===== config.mk =====
export PLATFORM = sky130hd
export DESIGN_NAME = mc_rd_pack_seq_flat
export DESIGN_NICKNAME = d
export VERILOG_FILES = /design/src/rtl/mc_rd_pack_seq_if.sv /design/src/rtl/mc_rd_pack_seq.sv /design/src/flat_wrapper.sv
export SDC_FILE = /design/constraint.sdc
export NUM_CORES = 1
export LEC_CHECK = 0
export CELL_PAD_IN_SITES_DETAIL_PLACEMENT = 0
export CELL_PAD_IN_SITES_GLOBAL_PLACEMENT = 2
export CORE_MARGIN = 5
export CORE_UTILIZATION = 19
export CTS_CLUSTER_SIZE = 12
export DETAILED_ROUTE_END_ITERATION = 16
export GPL_ROUTABILITY_DRIVEN = 0
export MAX_ROUTING_LAYER = met4
export PLACE_DENSITY = 0.87
export SLEW_MARGIN = 20
export SYNTH_ARGS = -nofsm -noshare
export SYNTH_HDL_FRONTEND = slang
export SYNTH_SLANG_ARGS = --single-unit

===== constraint.sdc =====
create_clock -name clk -period 1.85 [get_ports clk]
set_input_delay 0.37 -clock clk [delete_from_list [all_inputs] [get_ports clk]]
set_output_delay 0.37 -clock clk [all_outputs]
set_load 0.03 [all_outputs]

===== src/rtl/mc_rd_pack_seq_if.sv =====
// Control/status bundle between the memory-controller read sequencer and its host.
// master drives requests and acks; slave is the sequencer.
interface mc_rd_pack_seq_if;
  logic [31:0] csc;
  logic        start;
  logic [2:0]  len;
  logic        beat_ack;
  logic        abort;
  logic        pack_le0;
  logic        pack_le1;
  logic        pack_le2;
  logic        dv;
  logic        done;
  logic        busy;
  logic [1:0]  beat_cnt;
  logic [2:0]  word_cnt;
  logic        stray_ack;

  modport master (
    output csc, start, len, beat_ack, abort,
    input  pack_le0, pack_le1, pack_le2, dv, done, busy, beat_cnt, word_cnt, stray_ack
  );

  modport slave (
    input  csc, start, len, beat_ack, abort,
    output pack_le0, pack_le1, pack_le2, dv, done, busy, beat_cnt, word_cnt, stray_ack
  );
endinterface


===== src/rtl/mc_rd_pack_seq.sv =====
// Read pack sequencer: counts bus beats per word for 8/16/32-bit chip selects and
// issues registered byte/half pack-latch enables plus a full-word valid strobe.
module mc_rd_pack_seq (
  input  logic              clk,
  input  logic              rst,
  mc_rd_pack_seq_if.slave   bus
);

  typedef enum logic {IDLE = 1'b0, ACTIVE = 1'b1} state_e;

  state_e      state_q, state_d;
  logic [1:0]  bw_q, bw_d;
  logic [2:0]  len_q, len_d;
  logic [1:0]  beat_cnt_q, beat_cnt_d;
  logic [2:0]  word_cnt_q, word_cnt_d;
  logic        pack_le0_q, pack_le0_d;
  logic        pack_le1_q, pack_le1_d;
  logic        pack_le2_q, pack_le2_d;
  logic        dv_q, dv_d;
  logic        done_q, done_d;
  logic        busy_q, busy_d;
  logic        stray_ack_q, stray_ack_d;
  logic [1:0]  last_beat;

  wire unused_csc = &{1'b0, bus.csc[31:6], bus.csc[3:0]};

  always_comb begin
    case (bw_q)
      2'b00:   last_beat = 2'd3;
      2'b01:   last_beat = 2'd1;
      default: last_beat = 2'd0;
    endcase
  end

  always_comb begin
    state_d     = state_q;
    bw_d        = bw_q;
    len_d       = len_q;
    beat_cnt_d  = beat_cnt_q;
    word_cnt_d  = word_cnt_q;
    pack_le0_d  = 1'b0;
    pack_le1_d  = 1'b0;
    pack_le2_d  = 1'b0;
    dv_d        = 1'b0;
    done_d      = 1'b0;
    stray_ack_d = 1'b0;

    if (bus.abort) begin
      state_d    = IDLE;
      beat_cnt_d = '0;
      word_cnt_d = '0;
    end else begin
      case (state_q)
        IDLE: begin
          stray_ack_d = bus.beat_ack;
          if (bus.start) begin
            state_d    = ACTIVE;
            bw_d       = bus.csc[5:4];
            len_d      = bus.len;
            beat_cnt_d = '0;
            word_cnt_d = '0;
          end
        end
        ACTIVE: begin
          if (bus.beat_ack) begin
            // Beat index selects which lane latch fires; the final beat of a word is always dv.
            if (beat_cnt_q == last_beat) begin
              dv_d = 1'b1;
            end else begin
              case (beat_cnt_q)
                2'd0:    pack_le0_d = 1'b1;
                2'd1:    pack_le1_d = 1'b1;
                default: pack_le2_d = 1'b1;
              endcase
            end
            if (beat_cnt_q == last_beat) begin
              beat_cnt_d = '0;
              word_cnt_d = word_cnt_q + 3'd1;
              if (word_cnt_q == len_q) begin
                done_d  = 1'b1;
                state_d = IDLE;
              end
            end else begin
              beat_cnt_d = beat_cnt_q + 2'd1;
            end
          end
        end
        default: state_d = IDLE;
      endcase
    end

    busy_d = (state_d == ACTIVE);
  end

  always_ff @(posedge clk or negedge rst) begin
    if (!rst) begin
      state_q     <= IDLE;
      bw_q        <= '0;
      len_q       <= '0;
      beat_cnt_q  <= '0;
      word_cnt_q  <= '0;
      pack_le0_q  <= 1'b0;
      pack_le1_q  <= 1'b0;
      pack_le2_q  <= 1'b0;
      dv_q        <= 1'b0;
      done_q      <= 1'b0;
      busy_q      <= 1'b0;
      stray_ack_q <= 1'b0;
    end else begin
      state_q     <= state_d;
      bw_q        <= bw_d;
      len_q       <= len_d;
      beat_cnt_q  <= beat_cnt_d;
      word_cnt_q  <= word_cnt_d;
      pack_le0_q  <= pack_le0_d;
      pack_le1_q  <= pack_le1_d;
      pack_le2_q  <= pack_le2_d;
      dv_q        <= dv_d;
      done_q      <= done_d;
      busy_q      <= busy_d;
      stray_ack_q <= stray_ack_d;
    end
  end

  assign bus.pack_le0  = pack_le0_q;
  assign bus.pack_le1  = pack_le1_q;
  assign bus.pack_le2  = pack_le2_q;
  assign bus.dv        = dv_q;
  assign bus.done      = done_q;
  assign bus.busy      = busy_q;
  assign bus.beat_cnt  = beat_cnt_q;
  assign bus.word_cnt  = word_cnt_q;
  assign bus.stray_ack = stray_ack_q;

endmodule


===== src/flat_wrapper.sv =====
// flat-port wrapper written by rule: the top's interface ports become plain ports
module mc_rd_pack_seq_flat 
  (clk, rst, bus_csc, bus_start, bus_len, bus_beat_ack, bus_abort, bus_pack_le0, bus_pack_le1, bus_pack_le2, bus_dv, bus_done, bus_busy, bus_beat_cnt, bus_word_cnt, bus_stray_ack);
  mc_rd_pack_seq_if bus_i ();
  input  logic clk;
  input  logic rst;
  input wire logic [$bits(bus_i.csc)-1:0] bus_csc;
  input wire logic [$bits(bus_i.start)-1:0] bus_start;
  input wire logic [$bits(bus_i.len)-1:0] bus_len;
  input wire logic [$bits(bus_i.beat_ack)-1:0] bus_beat_ack;
  input wire logic [$bits(bus_i.abort)-1:0] bus_abort;
  output wire logic [$bits(bus_i.pack_le0)-1:0] bus_pack_le0;
  output wire logic [$bits(bus_i.pack_le1)-1:0] bus_pack_le1;
  output wire logic [$bits(bus_i.pack_le2)-1:0] bus_pack_le2;
  output wire logic [$bits(bus_i.dv)-1:0] bus_dv;
  output wire logic [$bits(bus_i.done)-1:0] bus_done;
  output wire logic [$bits(bus_i.busy)-1:0] bus_busy;
  output wire logic [$bits(bus_i.beat_cnt)-1:0] bus_beat_cnt;
  output wire logic [$bits(bus_i.word_cnt)-1:0] bus_word_cnt;
  output wire logic [$bits(bus_i.stray_ack)-1:0] bus_stray_ack;
  assign bus_i.csc = bus_csc;
  assign bus_i.start = bus_start;
  assign bus_i.len = bus_len;
  assign bus_i.beat_ack = bus_beat_ack;
  assign bus_i.abort = bus_abort;
  assign bus_pack_le0 = bus_i.pack_le0;
  assign bus_pack_le1 = bus_i.pack_le1;
  assign bus_pack_le2 = bus_i.pack_le2;
  assign bus_dv = bus_i.dv;
  assign bus_done = bus_i.done;
  assign bus_busy = bus_i.busy;
  assign bus_beat_cnt = bus_i.beat_cnt;
  assign bus_word_cnt = bus_i.word_cnt;
  assign bus_stray_ack = bus_i.stray_ack;
  mc_rd_pack_seq u_core (.clk(clk), .rst(rst), .bus(bus_i));
endmodule

# Word level (Yosys, flattened, before mapping)
# Cells that the tools add are included.
[classes] n_addsub=2 bitwise_logic=2 muxes=43 n_eq_ne=7 reduce_logical=6
[op_table] op="2-to-1 mux 1 bit" n=31
[op_table] op="2-to-1 mux 3 bit" n=4
[op_table] op="!= test 3 bit (second input constant)" n=3
[op_table] op="2-to-1 mux 2 bit" n=4
[op_table] op="one-hot mux 2 bit (2 select lines)" n=2
[op_table] op="one-hot mux 3 bit (2 select lines)" n=1
[op_table] op="AND reduction 3 bit" n=2
[op_table] op="equality test 2 x 1 -> 1 bit (second input constant)" n=2
[op_table] op="zero test 2 bit" n=2
[op_table] op="adder 3 x 1 -> 3 bit (second input constant)" n=1
[op_table] op="equality test 3 bit" n=1
[op_table] op="adder 2 x 1 -> 2 bit (second input constant)" n=1
[op_table] op="equality test 2 bit" n=1
[op_table] op="inverter 1 bit" n=2
[op_table] op="one-hot mux 1 bit (2 select lines)" n=1
[op_table] op="AND reduction 2 bit" n=1
[op_table] op="OR reduction 2 bit" n=1
[totals] output_inout_bits=12 input_bits=40 register_bits=17

# Logic depth before layout (Yosys ltp)
# Gate-level depths: netlist of the first run.
[depth] ltp_word=7 mapped_depth=4

# Least setup slack after synthesis of the first run
# No wires, ideal clock.
[synth_timing] kind="register -> register" from="reg u_core.beat_cnt_q[0], in the netlist u_core.bus.beat_cnt[0]" to="reg u_core.word_cnt_q[2], in the netlist u_core.bus.word_cnt[2]" synth_period_minus_slack_ns=1.732 path_slack_ns=0.118 arrival_time_ns=1.646 path_stages_with_launch=5 setup_time_ns=0.087 path_cell_list="dfrtp_1 -> nor3b_1 -> a211oi_2 -> or4_1 -> a211oi_2"
[synth_via] elab_chain_len=3
[synth_rtl] item="start: declaration" line="mc_rd_pack_seq.sv:14" text="logic [1:0] beat_cnt_q, beat_cnt_d;"
[synth_rtl] item="start signal: assignment" line="mc_rd_pack_seq.sv:113" text="beat_cnt_q <= beat_cnt_d;"
[synth_rtl] item="equality test 2 bit" line="mc_rd_pack_seq.sv:76" text="if (beat_cnt_q == last_beat) begin"
[synth_rtl] item="!= test 3 bit (no line)"
[synth_rtl] item="AND reduction 3 bit (no line)"
[synth_rtl] item="end signal: assignment" line="mc_rd_pack_seq.sv:114" text="word_cnt_q <= word_cnt_d;"
[synth_rtl] item="end: declaration" line="mc_rd_pack_seq.sv:15" text="logic [2:0] word_cnt_q, word_cnt_d;"
# Every way passes these cells.
# A chain may end at the register's enable or synchronous reset.

# Worst setup path in the final report of the first run
[layout_timing] from="reg u_core.word_cnt_q[0], in the netlist u_core.bus.word_cnt[0]" to="out bus_word_cnt[0]"
[layout_lines] item="end: declaration" line="flat_wrapper.sv:19" text="output wire logic [$bits(bus_i.word_cnt)-1:0] bus_word_cnt;"
# No word-level cell between the ends.

==> flow_metrics.env, run 1 <==
export IMPL_synth_area_leaders="dfrtp_1 (56%), mux2_2 (7.4%), ha_1 (4.9%)"
export IMPL_core_rowCount=23
export IMPL_clock_sinks=17
export IMPL_die_x_um=73.5
export IMPL_max_slew_margin_rel=0.585
export IMPL_crit_path_start="u_core.bus.word_cnt[0]"
export IMPL_first_pass_iters=4
export IMPL_drive_gt1_frac=0.219
export IMPL_layout_min_cycle_time_ns=1.77
export IMPL_nets=140
export IMPL_muxShareOfSynthArea=0.0735
export IMPL_max_stage_delay_ns=0.70
export IMPL_synthAdderAreaFrac=0.0490
export IMPL_grt_usage=0.0798
export IMPL_rsz0062_at_grt="false"
export IMPL_reg2reg_setup_slack_ns=0.16
export IMPL_synth_top_family_by_area="simple AND/OR/NAND/NOR gates"
export IMPL_grt_pass1_vias=623
export IMPL_postLayoutCoreUtil=0.292
export IMPL_grt_pass1_wl_um=3150
export IMPL_dieArea_um2=5400
export IMPL_wl_um=1810
export IMPL_io_pins=52
export IMPL_cts_tree="done"
export IMPL_critPathArrivalTime_ns=1.40
export IMPL_synth_most_common_cell="dfrtp_1"
export IMPL_fillers=404
export IMPL_maxCapViolations=0
export IMPL_via_per_inst=4.21
export IMPL_placed_cells=142
export IMPL_ys_warn_count=0
export IMPL_yosysTopAreaCellShare=0.556
export IMPL_worstPathMaxFanout=5
export IMPL_grt_max_degree=18
export IMPL_fin_setup_tns_ns=0
export IMPL_drt_iter0_drc=45
export IMPL_crit_family="buffers and inverters"
export IMPL_start_kind="flip-flop"
export IMPL_top_layer="met4"
export IMPL_synth_cells=63
export IMPL_crit_path_cell_trace="clkdlybuf4s50_1"
export IMPL_p_leak_nw=0.502
export IMPL_yosys_area_share_simple=0.127
export IMPL_ff2ff_path_depth=4
export IMPL_min_period_over_period=0.954
export IMPL_hpwlAfterDp_um=1410
export IMPL_timing_rr_end="u_core.bus.word_cnt[2]"
export IMPL_via_count=615
export IMPL_wl_per_cell_um=12.4
export IMPL_p_sw_mw=0.230
export IMPL_wl_met2_um=809
export IMPL_endpoint_kind="primary output"
export IMPL_cts_buffer_depth=2
export IMPL_overflow=0
export IMPL_place_area_um2=1100
export IMPL_stdcell_area_um2=1150
export IMPL_htreeDepth=1
export IMPL_core_um2=3940
export IMPL_clkLatencyLatePin_ns=0.25
export IMPL_hold_viol=0
export IMPL_cts_buffers=3
export IMPL_hp_class="input port to asynchronous set/reset pin"
export IMPL_die_y_um=73.5
export IMPL_clockPowerShare=0.319
export IMPL_setup_viol=0
export IMPL_comb_power_share=0.189
export IMPL_async_flop_share=1.00
export IMPL_synth_area_per_cell_um2=12.2
export IMPL_p_sw_frac=0.266
export IMPL_ys_top_cells_by_count="dfrtp_1 (17), inv_1 (5), mux2_2 (5)"
export IMPL_crit_buf_inv=1
export IMPL_synth_main_ff_cell="dfrtp_1"
export IMPL_yosysUniqueCellTypes=22
export IMPL_clk_pin_slew_ns=0.07
export IMPL_critPathRequiredTime_ns=1.48
export IMPL_drc=0
export IMPL_antenna_cells=0
export IMPL_seq_area_frac_synth=0.556
export IMPL_syn_area_um2=766
export IMPL_p_per_area_nw_per_um2=753
export IMPL_cts_root_buf="clkbuf_8"
export IMPL_holdWs_ns=0.451
export IMPL_synth_nets=106
export IMPL_fin_cells=146
export IMPL_critPathKind="flip-flop to primary output"
export IMPL_antenna_found_initial=0
export IMPL_r2r_start="u_core.bus.beat_cnt[0]"
export IMPL_max_freq_ghz=0.566
export IMPL_ir_worst_vdd_mv=0.369
export IMPL_synth_compound_area_frac=0.124
export IMPL_dr_wl_met3_um=143
export IMPL_areaGrowthSynthToFinish_pct=50.2
export IMPL_wl_met1_um=842
export IMPL_slew_violations=0
export IMPL_synth_xor_area_share=0.0458
export IMPL_yosys_area_top_type="dfrtp_1"
export IMPL_worstMarginPinSlew_ns=0.619
export IMPL_portBuffers=21
export IMPL_drtAntennaViolNets=0
export IMPL_clock_skew_final_ns=0.00452
export IMPL_start_util=0.194
export IMPL_synth_seq_cells=17
export IMPL_internal_power_mw=0.636
export IMPL_slowest_stage="clkdlybuf4s50_1"
export IMPL_synth_edf_count=0
export IMPL_outcome="complete, no violations"
export IMPL_p_seq_frac=0.492
-- stage by stage --
stage / total power, mW / worst slack (ns)
after floorplan: 0.516 / 0.118
after global placement: 0.591 / -0.0614
after detailed placement: 0.600 / -0.0951
after CTS: 0.879 / 0.0166
after global routing: 0.924 / 0.0191
final: 0.866 / 0.0847
-- cells in the final DEF, fill, tap and decap left out, drive strengths merged, types with 2 or more instances in the layout --
cell type      count
buf                8
nor2b              2
o41ai              2
ha                 3
nand2              2
dlymetal6s2s       2
clkbuf             3
o21ai              3
a211oi             4
xnor2              3
inv                5
nor3               4
clkdlybuf4s50     19
mux2               5
and3               2
nor3b              2
nor2               2
dfrtp             17
-- worst max path at each step --
stage                                   endpoint  slack [ns]  depth (start not counted)
final                            bus_word_cnt[0]        0.08                          1
after global routing             bus_word_cnt[0]        0.02                          1
after CTS                               bus_busy        0.02                          1
after detailed placement  u_core.bus.word_cnt[2]        -0.1                          5
after global placement    u_core.bus.word_cnt[2]       -0.06                          5
after floorplan           u_core.bus.word_cnt[2]        0.12                          4
-- sequential cells by signal (all words and copies together), names as in the netlist --
signal / flops
u_core.bus.beat_cnt: 2
u_core.bus.done: 1
u_core.bus.dv: 1
u_core.bus.pack_le0: 1
u_core.bus.pack_le1: 1
u_core.bus.pack_le2: 1
u_core.bus.stray_ack: 1
u_core.bus.word_cnt: 3
u_core.bw_q: 2
u_core.len_q: 3
u_core.state_q: 1
-- power groups by stage --
stage	logic, mW	clock network, mW	registers (mW)
final	0.164	0.276	0.426
after global routing	0.181	0.312	0.430
after CTS	0.165	0.286	0.427
after detailed placement	0.165	0	0.435
after global placement	0.159	0	0.431
after floorplan	0.0733	0	0.442
-- cell families after synthesis --
kind of cell	after synthesis
AOI/OAI and AO/OA	12
xor gates and xnor gates	4
adders and majority gates	3
buffers and inverters	5
DFF	17
muxes	5
and+or+nand+nor	17
-- cell type report --
class                           count  area [um2]  share of cell area
Clock buffer                        3        41.3              0.0359
Clock inverter                      1        5.00             0.00435
Inverter                            5        18.8              0.0163
Multi-Input combinational cell     41         322               0.280
Sequential cell                    17         425               0.370
Tap cell                           50        62.6              0.0544
Timing Repair Buffer               29         275               0.239
-- repair_timing --
action,4_1_cts,5_1_grt
hold buffers,0,0
resized for setup,0,2
endpoints found under the setup margin,0,2
buffers inserted,0,0
-- layer usage --
metal,vias to the layer above,GRT usage
li1,292,-
met1,296,0.0984
met2,23,0.118
met3,4,0.0342
met4,0,0.0241
met5,-,-
Note: power is estimated with default switching activity, not from simulation.
==> inputs of run 2 (changes only) <==
--- a/config.mk
+++ b/config.mk
@@ -12,6 +12,7 @@
 export CTS_CLUSTER_SIZE = 12
 export DETAILED_ROUTE_END_ITERATION = 16
 export GPL_ROUTABILITY_DRIVEN = 0
+export GPL_TIMING_DRIVEN = 0
 export MAX_ROUTING_LAYER = met4
 export PLACE_DENSITY = 0.87
 export SLEW_MARGIN = 20
==> run 2 against run 1 <==
Effect of this change: the run now ends with negative setup slack left; fmax shrank 6.4%; design area shrank 3.9%; final cell count shrank 5.5%; sequential power is essentially flat; utilization shrank 1.1 points; via count shrank 5.5%; first-iteration DRC count shrank 73%; sequential share of layout area grew 1.5 points; clock-buffer cell count is the same; register-to-register slack lost 0.14 ns; total power shrank 1.8%; clock skew shrank 0.0015 ns; largest cell class unchanged; highest routed layer unchanged.
==> flow_metrics.env, run 2 (synthesis results as in run 1) <==
export IMPL_p_leak_nw=0.465
export IMPL_clock_sinks=17
export IMPL_grt_usage=0.0693
export IMPL_outcome="finished with violations"
export IMPL_grt_pass1_wl_um=2810
export IMPL_cts_tree="done"
export IMPL_violations="negative setup slack"
export IMPL_portBuffers=21
export IMPL_critPathRequiredTime_ns=1.98
export IMPL_die_y_um=73.5
export IMPL_cts_buffer_depth=2
export IMPL_grt_max_degree=18
export IMPL_max_freq_ghz=0.530
export IMPL_ir_worst_vdd_mv=0.403
export IMPL_layout_common_cells="clkdlybuf4s50_1 (19), dfrtp_1 (17), inv_1 (5), mux2_2 (5), nor3_1 (4)"
export IMPL_htreeDepth=1
export IMPL_mostFrequentLayoutCell="clkdlybuf4s50_1"
export IMPL_antenna_cells=0
export IMPL_overflow=0
export IMPL_areaGrowthSynthToFinish_pct=44.3
export IMPL_via_count=581
export IMPL_clkLatencyLatePin_ns=0.25
export IMPL_place_area_um2=1040
export IMPL_maxCapViolations=0
export IMPL_internal_power_mw=0.625
export IMPL_postLayoutCoreUtil=0.280
export IMPL_drtAntennaViolNets=0
export IMPL_die_x_um=73.5
export IMPL_antenna_found_initial=0
export IMPL_totalPowerFinal_mw=0.850
export IMPL_drt_iter0_drc=12
export IMPL_dieArea_um2=5400
export IMPL_fin_ws_ns=-0.0365
export IMPL_clockPowerShare=0.317
export IMPL_comb_power_share=0.182
export IMPL_cts_buffers=3
export IMPL_p_sw_frac=0.265
export IMPL_io_pins=52
export IMPL_p_per_area_nw_per_um2=769
export IMPL_slew_violations=0
export IMPL_fin_setup_tns_ns=-0.139
export IMPL_core_rowCount=23
export IMPL_cts_root_buf="clkbuf_8"
export IMPL_nets=132
export IMPL_worstPathMaxFanout=6
export IMPL_grt_pass1_vias=598
export IMPL_critPathArrivalTime_ns=2.02
export IMPL_p_sw_mw=0.225
export IMPL_wl_per_cell_um=12.2
export IMPL_start_util=0.194
export IMPL_drc=0
export IMPL_via_per_inst=4.21
export IMPL_layout_min_cycle_time_ns=1.89
export IMPL_start_kind="input port"
export IMPL_hp_class="flip-flop to flip-flop"
export IMPL_clk_pin_slew_ns=0.06
export IMPL_reg2reg_setup_slack_ns=0.02
export IMPL_worstMarginPinSlew_ns=0.810
export IMPL_p_seq_frac=0.501
export IMPL_hpwlAfterDp_um=1300
export IMPL_fillers=394
export IMPL_max_slew_margin_rel=0.459
export IMPL_min_period_over_period=1.02
export IMPL_first_pass_iters=4
export IMPL_wl_um=1690
export IMPL_rsz0062_at_grt="true"
export IMPL_endpoint_kind="flip-flop"
export IMPL_core_um2=3940
export IMPL_clock_skew_final_ns=0.00305
export IMPL_setup_viol=6
export IMPL_hold_viol=0
export IMPL_stdcell_area_um2=1100
export IMPL_drive_gt1_frac=0.170
export IMPL_critPathKind="input port to flip-flop"
## run 2: changes by cell type in the layout (fill, tap and decap cells not counted), sizes merged
cell  previous run  this run
buf              8         0
## run 2: worst max-delay path, stage by stage
cell	delay (ns)
clkdlybuf4s50_1	0.52
nor3b_1	0.71
mux2_2	0.42
## run 2: path summary, 6_finish.rpt
check                                       startpoint                endpoint  cells after the start
worst max-delay path                         bus_abort         u_core.len_q[2]                      3
max in group asynchronous                          rst          u_core.bw_q[1]                      1
min in group asynchronous                          rst          u_core.state_q                      1
worst max register to register  u_core.bus.beat_cnt[0]  u_core.bus.word_cnt[2]                      4
worst min register to register         u_core.len_q[1]         u_core.len_q[1]                      1
worst min-delay path                   u_core.len_q[1]         u_core.len_q[1]                      1
## run 2: power by group through the flow
stage                     clock (mW)  sequential [mW]  combinational, mW
after floorplan                    0            0.442             0.0733
final                          0.270            0.426              0.154
after global routing           0.308            0.429              0.169
after detailed placement           0            0.433              0.148
after global placement             0            0.431              0.144
after CTS                      0.285            0.426              0.149
## run 2: layer usage
metal	global-route usage	vias to the layer above	wire length, um
li1	-	277	-
met1	0.0849	277	731
met2	0.107	25	787
met3	0.0342	2	164
met4	0.00604	0	6
met5	-	-	0
## run 2: cell type report
cell class,instances,area (um2),area share
clock buffers,3,41.3,0.0374
clock inverters,1,5.00,0.00453
inverters,5,18.8,0.0170
multi-input cells,41,337,0.305
flip-flops and latches,17,425,0.385
well taps,50,62.6,0.0566
repair buffers,21,215,0.195
## run 2: repair_timing
item | CTS | global route
gates resized for setup | 1 | 4
hold buffers | 0 | 0
cloned | 0 | 0
setup buffers | 0 | 0
endpoints found under the setup margin | 1 | 12
## run 2: per-stage QoR
stage                     hold slack (ns)  cells  setup slack, ns
after CTS                           0.542    138          0.00483
after floorplan                    0.0744     63            0.118
final                               0.537    138          -0.0365
after global placement              0.518    134           -0.287
after global routing                0.544    138          -0.0795
after detailed placement            0.525    134           -0.300
==> inputs of run 3 (changes only) <==
--- a/config.mk
+++ b/config.mk
@@ -6,16 +6,15 @@
 export NUM_CORES = 1
 export LEC_CHECK = 0
 export CELL_PAD_IN_SITES_DETAIL_PLACEMENT = 0
-export CELL_PAD_IN_SITES_GLOBAL_PLACEMENT = 2
+export CELL_PAD_IN_SITES_GLOBAL_PLACEMENT = 1
 export CORE_MARGIN = 5
-export CORE_UTILIZATION = 19
+export CORE_UTILIZATION = 25
 export CTS_CLUSTER_SIZE = 12
 export DETAILED_ROUTE_END_ITERATION = 16
 export GPL_ROUTABILITY_DRIVEN = 0
 export GPL_TIMING_DRIVEN = 0
 export MAX_ROUTING_LAYER = met4
-export PLACE_DENSITY = 0.87
-export SLEW_MARGIN = 20
+export PLACE_DENSITY = 0.89
 export SYNTH_ARGS = -nofsm -noshare
 export SYNTH_HDL_FRONTEND = slang
 export SYNTH_SLANG_ARGS = --single-unit
==> run 3 against run 2 <==
Effect of this change: the flow now finishes without violations; clock skew is essentially flat; register-to-register slack gained 0.14 ns; sequential share of layout area up 1.4 points; sequential power barely moved; utilization up 7.4 points; final cell count shrank 12%; critical path depth shrank 2; combinational power fell by 4%; critical path type is now flip-flop to primary output.
==> flow_metrics.env, run 3 (synthesis results as in run 1) <==
export IMPL_outcome="complete, no violations"
export IMPL_critPathKind="flip-flop to primary output"
export IMPL_postLayoutCoreUtil=0.355
export IMPL_first_pass_iters=2
export IMPL_io_pins=52
export IMPL_cp_endpoint="bus_word_cnt[2]"
export IMPL_dieArea_um2=4270
export IMPL_die_y_um=65.3
export IMPL_slew_violations=0
export IMPL_core_rowCount=20
export IMPL_clockPowerShare=0.258
export IMPL_worstMarginPinSlew_ns=0.744
export IMPL_crit_family="buffers and inverters"
export IMPL_cts_tree="done"
export IMPL_drive_gt1_frac=0.170
export IMPL_overflow=0
export IMPL_cts_root_buf="clkbuf_4"
export IMPL_htreeDepth=1
export IMPL_timing_rr_end="u_core.bus.word_cnt[2]"
export IMPL_internal_power_mw=0.558
export IMPL_start_util=0.255
export IMPL_endpoint_kind="primary output"
export IMPL_slowest_stage="clkdlybuf4s50_1"
export IMPL_worstPathMaxFanout=4
export IMPL_grt_usage=0.0794
export IMPL_nets=132
export IMPL_ir_worst_vdd_mv=0.253
export IMPL_clkLatencyLatePin_ns=0.29
export IMPL_cp_depth=1
export IMPL_clk_pin_slew_ns=0.09
export IMPL_layout_min_cycle_time_ns=1.80
export IMPL_p_sw_frac=0.275
export IMPL_comb_power_share=0.192
export IMPL_crit_path_start="u_core.bus.word_cnt[2]"
export IMPL_fillers=319
export IMPL_antenna_cells=0
export IMPL_wl_per_cell_um=12.5
export IMPL_grt_pass1_wl_um=2470
export IMPL_max_freq_ghz=0.556
export IMPL_drt_iter0_drc=3
export IMPL_fin_setup_tns_ns=0
export IMPL_r2r_start="u_core.bus.beat_cnt[1]"
export IMPL_hold_viol=0
export IMPL_hp_class="input port to flip-flop"
export IMPL_grt_pass1_vias=578
export IMPL_p_sw_mw=0.212
export IMPL_antenna_found_initial=0
export IMPL_maxCapViolations=0
export IMPL_setup_viol=0
export IMPL_core_um2=3000
export IMPL_die_x_um=65.3
export IMPL_wl_um=1510
export IMPL_layout_common_cells="dfrtp_1 (17), clkdlybuf4s50_1 (16), inv_1 (5), mux2_2 (5)"
export IMPL_critPathArrivalTime_ns=1.43
export IMPL_clock_sinks=17
export IMPL_rsz0062_at_grt="false"
export IMPL_cts_buffers=3
export IMPL_p_leak_nw=0.493
export IMPL_reg2reg_setup_slack_ns=0.16
export IMPL_portBuffers=21
export IMPL_clock_skew_final_ns=0.00327
export IMPL_via_count=569
export IMPL_hpwlAfterDp_um=1180
export IMPL_crit_path_cell_trace="clkdlybuf4s50_1"
export IMPL_max_stage_delay_ns=0.70
export IMPL_p_seq_frac=0.551
export IMPL_min_period_over_period=0.973
export IMPL_mostFrequentLayoutCell="dfrtp_1"
export IMPL_areaGrowthSynthToFinish_pct=39.1
export IMPL_p_per_area_nw_per_um2=723
export IMPL_drc=0
export IMPL_ff2ff_path_depth=4
export IMPL_cts_buffer_depth=2
export IMPL_via_per_inst=4.70
export IMPL_max_slew_margin_rel=0.503
export IMPL_critPathRequiredTime_ns=1.48
export IMPL_grt_max_degree=18
export IMPL_totalPowerFinal_mw=0.769
export IMPL_drtAntennaViolNets=0
export IMPL_start_kind="flip-flop"
export IMPL_crit_buf_inv=1
-- run 3: stage by stage --
| stage | worst slack (ns) | hold slack, ns | area, um2 | cells |
|---|---|---|---|---|
| finish | 0.0502 | 0.393 | 1060 | 121 |
| global placement | -0.271 | 0.515 | 1020 | 117 |
| global route | 0.0152 | 0.416 | 1060 | 121 |
| CTS | 0.00988 | 0.532 | 1040 | 121 |
| detailed placement | -0.318 | 0.521 | 1020 | 117 |
| floorplan | 0.118 | 0.0744 | 766 | 63 |
-- run 3: power groups by stage --
stage,clock (mW),combinational (mW),sequential (mW)
after global placement,0,0.143,0.430
after CTS,0.206,0.146,0.424
after global routing,0.223,0.161,0.429
final,0.198,0.148,0.424
after detailed placement,0,0.147,0.432
after floorplan,0,0.0733,0.442
-- run 3: final cells by class --
| cell class | instances | area, um2 | share of cell area |
|---|---|---|---|
| Clock buffer | 4 | 26.3 | 0.0247 |
| Multi-Input combinational cell | 41 | 334 | 0.314 |
| Tap cell | 33 | 41.3 | 0.0388 |
| Timing Repair Buffer | 21 | 219 | 0.206 |
| Inverter | 5 | 18.8 | 0.0176 |
| Sequential cell | 17 | 425 | 0.400 |
-- run 3: metal layers --
| layer | up-vias | part of all wire | global-route usage |
|---|---|---|---|
| li1 | 280 | - | - |
| met1 | 266 | 0.42 | 0.0826 |
| met2 | 18 | 0.49 | 0.130 |
| met3 | 5 | 0.064 | 0.0205 |
| met4 | 0 | 0.028 | 0.0570 |
| met5 | - | 0 | - |
-- run 3: worst min path at each step --
stage | end | cells after the start | start
after CTS | u_core.state_q | 1 | rst
after floorplan | u_core.bus.beat_cnt[0] | 0 | rst
final | u_core.state_q | 2 | bus_abort
after detailed placement | u_core.len_q[2] | 1 | u_core.len_q[2]
after global routing | u_core.bus.word_cnt[2] | 2 | bus_abort
after global placement | u_core.len_q[2] | 1 | u_core.len_q[2]
-- run 3: what timing repair did --
action | CTS | global route
endpoints found under the setup margin | 2 | 4
hold buffers | 0 | 0
cloned | 0 | 0
gates resized for setup | 2 | 6
hold endpoints to repair | 0 | 0
setup buffers | 0 | 0
